--- src/rtl/if_id_reg.sv ---
// Fetch-to-decode pipeline register. It supports stall, flush, fetch address
// error tagging, instruction field pre-split, and saturating stall/flush counters.
module if_id_reg #(
    parameter logic [31:0] PC_BASE  = 32'h0000_3000,
    parameter int unsigned IM_WORDS = 1024,
    parameter int unsigned CNT_W    = 16
) (
    input  logic             clk,
    input  logic             rst,
    input  logic [31:0]      instr_f,
    input  logic [31:0]      pc8_f,
    input  logic             en,
    input  logic             clr,
    output logic [31:0]      instr_d,
    output logic [31:0]      pc8_d,
    output logic             valid_d,
    output logic             adel_d,
    output logic [5:0]       op_d,
    output logic [4:0]       rs_d,
    output logic [4:0]       rt_d,
    output logic [4:0]       rd_d,
    output logic [4:0]       shamt_d,
    output logic [5:0]       funct_d,
    output logic [15:0]      imm16_d,
    output logic [25:0]      addr26_d,
    output logic [CNT_W-1:0] stall_cnt,
    output logic [CNT_W-1:0] flush_cnt
);

    localparam logic [31:0]      PC_LAST = PC_BASE + 32'(4 * (IM_WORDS - 1));
    localparam logic [CNT_W-1:0] CNT_MAX = '1;

    logic [31:0] pc_f;
    logic        adel_f;

    // Recover the fetch PC and flag a misaligned or out-of-range fetch
    always_comb begin
        pc_f   = pc8_f - 32'd8;
        adel_f = (pc_f[1:0] != 2'b00) || (pc_f < PC_BASE) || (pc_f > PC_LAST);
    end

    // Pipeline register: flush beats stall, and a faulting fetch forwards a nop
    always_ff @(posedge clk or posedge rst) begin
        if (rst) begin
            instr_d <= 32'd0;
            pc8_d   <= 32'd0;
            valid_d <= 1'b0;
            adel_d  <= 1'b0;
        end else if (clr) begin
            instr_d <= 32'd0;
            pc8_d   <= pc8_f;
            valid_d <= 1'b0;
            adel_d  <= 1'b0;
        end else if (en) begin
            instr_d <= adel_f ? 32'd0 : instr_f;
            pc8_d   <= pc8_f;
            valid_d <= 1'b1;
            adel_d  <= adel_f;
        end
    end

    // Saturating statistics: held real instructions and accepted flushes
    always_ff @(posedge clk or posedge rst) begin
        if (rst) begin
            stall_cnt <= '0;
            flush_cnt <= '0;
        end else begin
            if (clr && (flush_cnt != CNT_MAX)) begin
                flush_cnt <= flush_cnt + CNT_W'(1);
            end
            if (!clr && !en && valid_d && (stall_cnt != CNT_MAX)) begin
                stall_cnt <= stall_cnt + CNT_W'(1);
            end
        end
    end

    // Decode fields are plain slices of the registered instruction
    assign op_d     = instr_d[31:26];
    assign rs_d     = instr_d[25:21];
    assign rt_d     = instr_d[20:16];
    assign rd_d     = instr_d[15:11];
    assign shamt_d  = instr_d[10:6];
    assign funct_d  = instr_d[5:0];
    assign imm16_d  = instr_d[15:0];
    assign addr26_d = instr_d[25:0];

endmodule
--- config.mk ---
export PLATFORM = sky130hd
export DESIGN_NAME = if_id_reg
export DESIGN_NICKNAME = d
export VERILOG_FILES = /design/src/rtl/if_id_reg.sv
export SDC_FILE = /design/constraint.sdc
export NUM_CORES = 1
export LEC_CHECK = 0
export CORE_MARGIN = 5
export CORE_UTILIZATION = 40
export DETAILED_ROUTE_END_ITERATION = 16
export GPL_TIMING_DRIVEN = 0
export HOLD_SLACK_MARGIN = 0.12
export PLACE_DENSITY = 0.78
export SLEW_MARGIN = 15
export SYNTH_ARGS = -nofsm -noshare
export SYNTH_HDL_FRONTEND = slang
export SYNTH_SLANG_ARGS = --single-unit
export TNS_END_PERCENT = 5
--- constraint.sdc ---
create_clock -name clk -period 4.6 [get_ports clk]
set_input_delay 0.92 -clock clk [delete_from_list [all_inputs] [get_ports clk]]
set_output_delay 0.92 -clock clk [all_outputs]
set_load 0.05 [all_outputs]
==> run metrics <==
switching power 784 uW; number of H-tree levels 3; Pre-antenna DRT Iters 6; maximum buffer depth of the clock tree 2; post-synthesis sequential area ratio 46.7%; synthesized area per cell 10.9 sq um; final setup margin 0.752 ns; root buf cell clkbuf_16; core footprint 12800 sq um; synthesized area 5250 sq um; number of instances in the synthesized netlist 482; final weighted congestion of routability-driven global placement 0.799; post-cts gate resize count 0; worst max-slew margin expressed relative to the limit 49.7%; most used flip-flop cell after synthesis dfrtp_1; total setup violations reported at the end of the flow 0; path length in cells of the critical path 8; transition time of the tightest slew-check pin 0.748 ns; CTS tree done; global-route total usage across every layer 19.2%; Net count, final 802; postcts setup bufs 0; Max Fanout on Critical Path 10; CP max stage cell or4_4; number of global-route vias before repair 4709; worst flop-to-flop path startpoint flush_cnt[4]; worst slack, placed 0.420 ns; footprint of the multi-input gates 2110 sq um; CP Data Required Time 4.86 ns; run status finished clean; startpoint type of the worst setup path input port; initial core utilization 41.1%; type of the worst setup path input port to flop; cell type contributing the most total cell area after synthesis dfrtp_1; post-DP HPWL 11800 um; worst setup path startpoint pc8_f[11]; maximum clock rate 0.260 GHz; number of cell instances on the worst register-to-register path 6; FF-to-FF End flush_cnt[14]; Max stage delay on crit path 0.60 ns; post-layout power 2350 uW; WL per Instance 16.3 um; Post-synth EDFFs 0; GR Util met2 34.6%; DRC viols 0; detail-routed via count per cell 4.84; I/O pin total 240; pin count of the biggest net entering global routing 63; ratio of cells with drive above 1 in the final layout 25.7%; share of power burned in registers 42.4%; largest voltage drop on the vdd net 0.000358 V; PD cells 288 nW/um^2; Reg area 2450 sq um; Final period util 83.7%; row count 41; number of warnings printed during yosys synthesis 0; clock latency on the worst-skew pair 0.34 ns; number of CTS-inserted buffers 9; cell class contributing the biggest share of worst-path delay simple AND/OR/NAND/NOR gates; Post-DRT Antenna Nets 0; LEAKAGE 0.00347 uW; Pins Over Slew Limit 0; share of the synthesized area in the top cell type 46.7%; net count after synthesis 553; grt ovf 0; final worst path period need 3.85 ns; capturing element of the worst setup path instr_d[0]; cell mode on critical path or4_4; wire length of the first global-routing pass 24400 um; Post-Route WL 14800 um; Most Crowded Layer GR met2; register bit count reported by yosys 98; number of hold violations in the final report 0; Global Route met3 Usage 5.40%; Synth cell types 40; class of the tightest hold or removal check flop to flop; RSZ-0062 raised after global routing false; clock network power share 30.4%; share of flip-flops with an asynchronous set or reset after synthesis 100%; count of buffers inserted at the top-level ports 237; crit path capture type flop; width of the die 125 um; fillers 1003; hold-fix buffers at CTS 0; number of antenna violations at the first check in global routing 0; clk sinks 98; clock-pin transition on the worst setup and hold timing paths 0.06 ns; growth of design area from synthesis to finish 55.3%; clk_skew 0.00577 ns; Initial DRC Count 181; Arrival @ worst endpoint 4.11 ns; number of max-cap violations 0; floorplan die area 15500 sq um; routing usage on met1 20.9%; CP Cell Sequence clkdlybuf4s50_1, or4_1, or4_4, nor4_1, mux2_1, or4_4, buf_4, o21ai_1; number of buffer and inverter instances along the worst setup path 2; number of vias after detailed routing 4397; Internal Power 1570 uW; Gate power share 27.2%; diodes inserted 0; cell types with the largest area share after synthesis dfrtp_1 (47%), buf_4 (11%), nand3b_2 (6.2%), mux2_2 (6.0%), o21ai_2 (4.8%); Die Ht 125 um; register-to-register setup slack 2.34 ns; switching power share of the total 33.3%
-- cell usage after synthesis, types with 4 or more instances --
master,n
o21ai_0,6
nor2_1,15
xnor2_1,20
nand3b_2,29
dfrtp_1,98
nand2b_1,4
nor3_1,7
mux2_2,28
xor2_1,10
o21ai_1,4
nor4_1,7
nand4_1,11
nand2_1,55
o21ai_2,29
inv_1,10
buf_4,77
nand3_1,10
nand3b_1,5
o31ai_1,4
or4_1,6
clkbuf_1,12
-- kinds of logic after synthesis --
family / share of synthesized area [%]
simple gates: 19.7
mux: 6.60
buf+inv: 13.2
fa+ha+maj: 0.715
flops: 46.7
compound gates: 8.07
xor+xnor: 5.00
-- metal layers --
metal,vias to the layer above,share of wire [%]
met4,0,2.7
met5,-,0
met2,156,53
met1,2120,37
met3,24,6.8
li1,2097,-
-- layout make-up --
| cell class | count | share of cell area, % |
|---|---|---|
| well taps | 172 | 2.64 |
| flip-flops and latches | 98 | 30.1 |
| inverters | 10 | 0.522 |
| multi-input cells | 282 | 25.8 |
| clock buffers | 12 | 3.14 |
| plain buffers | 92 | 8.05 |
| repair buffers | 238 | 29.4 |
| clock inverters | 4 | 0.322 |
-- worst min-delay path by stage --
stage          slack (ns)  depth (start not counted)           to        start
4_1_cts              0.49                          2    pc8_d[13]    pc8_d[13]
2_1_floorplan        0.76                          2  instr_d[30]  instr_d[30]
6_report             0.49                          2     pc8_d[3]     pc8_d[3]
5_1_grt              0.52                          1     pc8_d[5]     pc8_d[5]
3_5_place_dp         0.48                          2    pc8_d[13]    pc8_d[13]
3_3_place_gp         0.47                          2    pc8_d[13]    pc8_d[13]
-- layout by cell type, fill, tap and decap left out, types with 4 or more instances in the layout --
master	Yosys	final
buf_4	77	77
clkbuf_1	12	13
clkbuf_16	0	9
clkdlybuf4s50_1	0	237
dfrtp_1	98	98
inv_1	10	9
mux2_2	28	28
nand2_1	55	55
nand2b_1	4	4
nand3_1	10	10
nand3b_1	5	5
nand3b_2	29	29
nand4_1	11	11
nor2_1	15	15
nor3_1	7	7
nor4_1	7	7
o21ai_0	6	6
o21ai_1	4	4
o21ai_2	29	29
o31ai_1	4	4
or4_1	6	6
xnor2_1	20	20
xor2_1	10	10
-- tightest hold or removal path, stage by stage, from the launching register on --
cell,delay (ns)
dfrtp_1,0.35
nand2_1,0.05
o21ai_0,0.06
-- flip-flops by register name, summed over array words and instances (netlist names) --
name and cells:
instr_d 32, pc8_d 32, flush_cnt 16, stall_cnt 16, adel_d 1, valid_d 1
-- power by group through the flow --
stage / Sequential, uW / Clock, uW / Combinational [uW]
floorplan: 1240 / 0 / 149
global placement: 1010 / 0 / 630
detailed placement: 1010 / 0 / 645
CTS: 999 / 742 / 647
global route: 1010 / 784 / 677
finish: 998 / 716 / 639
-- stage by stage --
step                hold WS (ns)  cells  setup TNS [ns]  util [%]  area, sq um
detailed placement         0.477    892               0      61.6         7870
global placement           0.466    891          -33.41      61.4         7840
CTS                        0.492    908               0      63.9         8160
floorplan                  0.756    482               0         -         5250
global route               0.523    908               0      63.9         8160
finish                     0.488    908               0      63.9         8160
No activity file was read; power rests on OpenSTA's default activity.
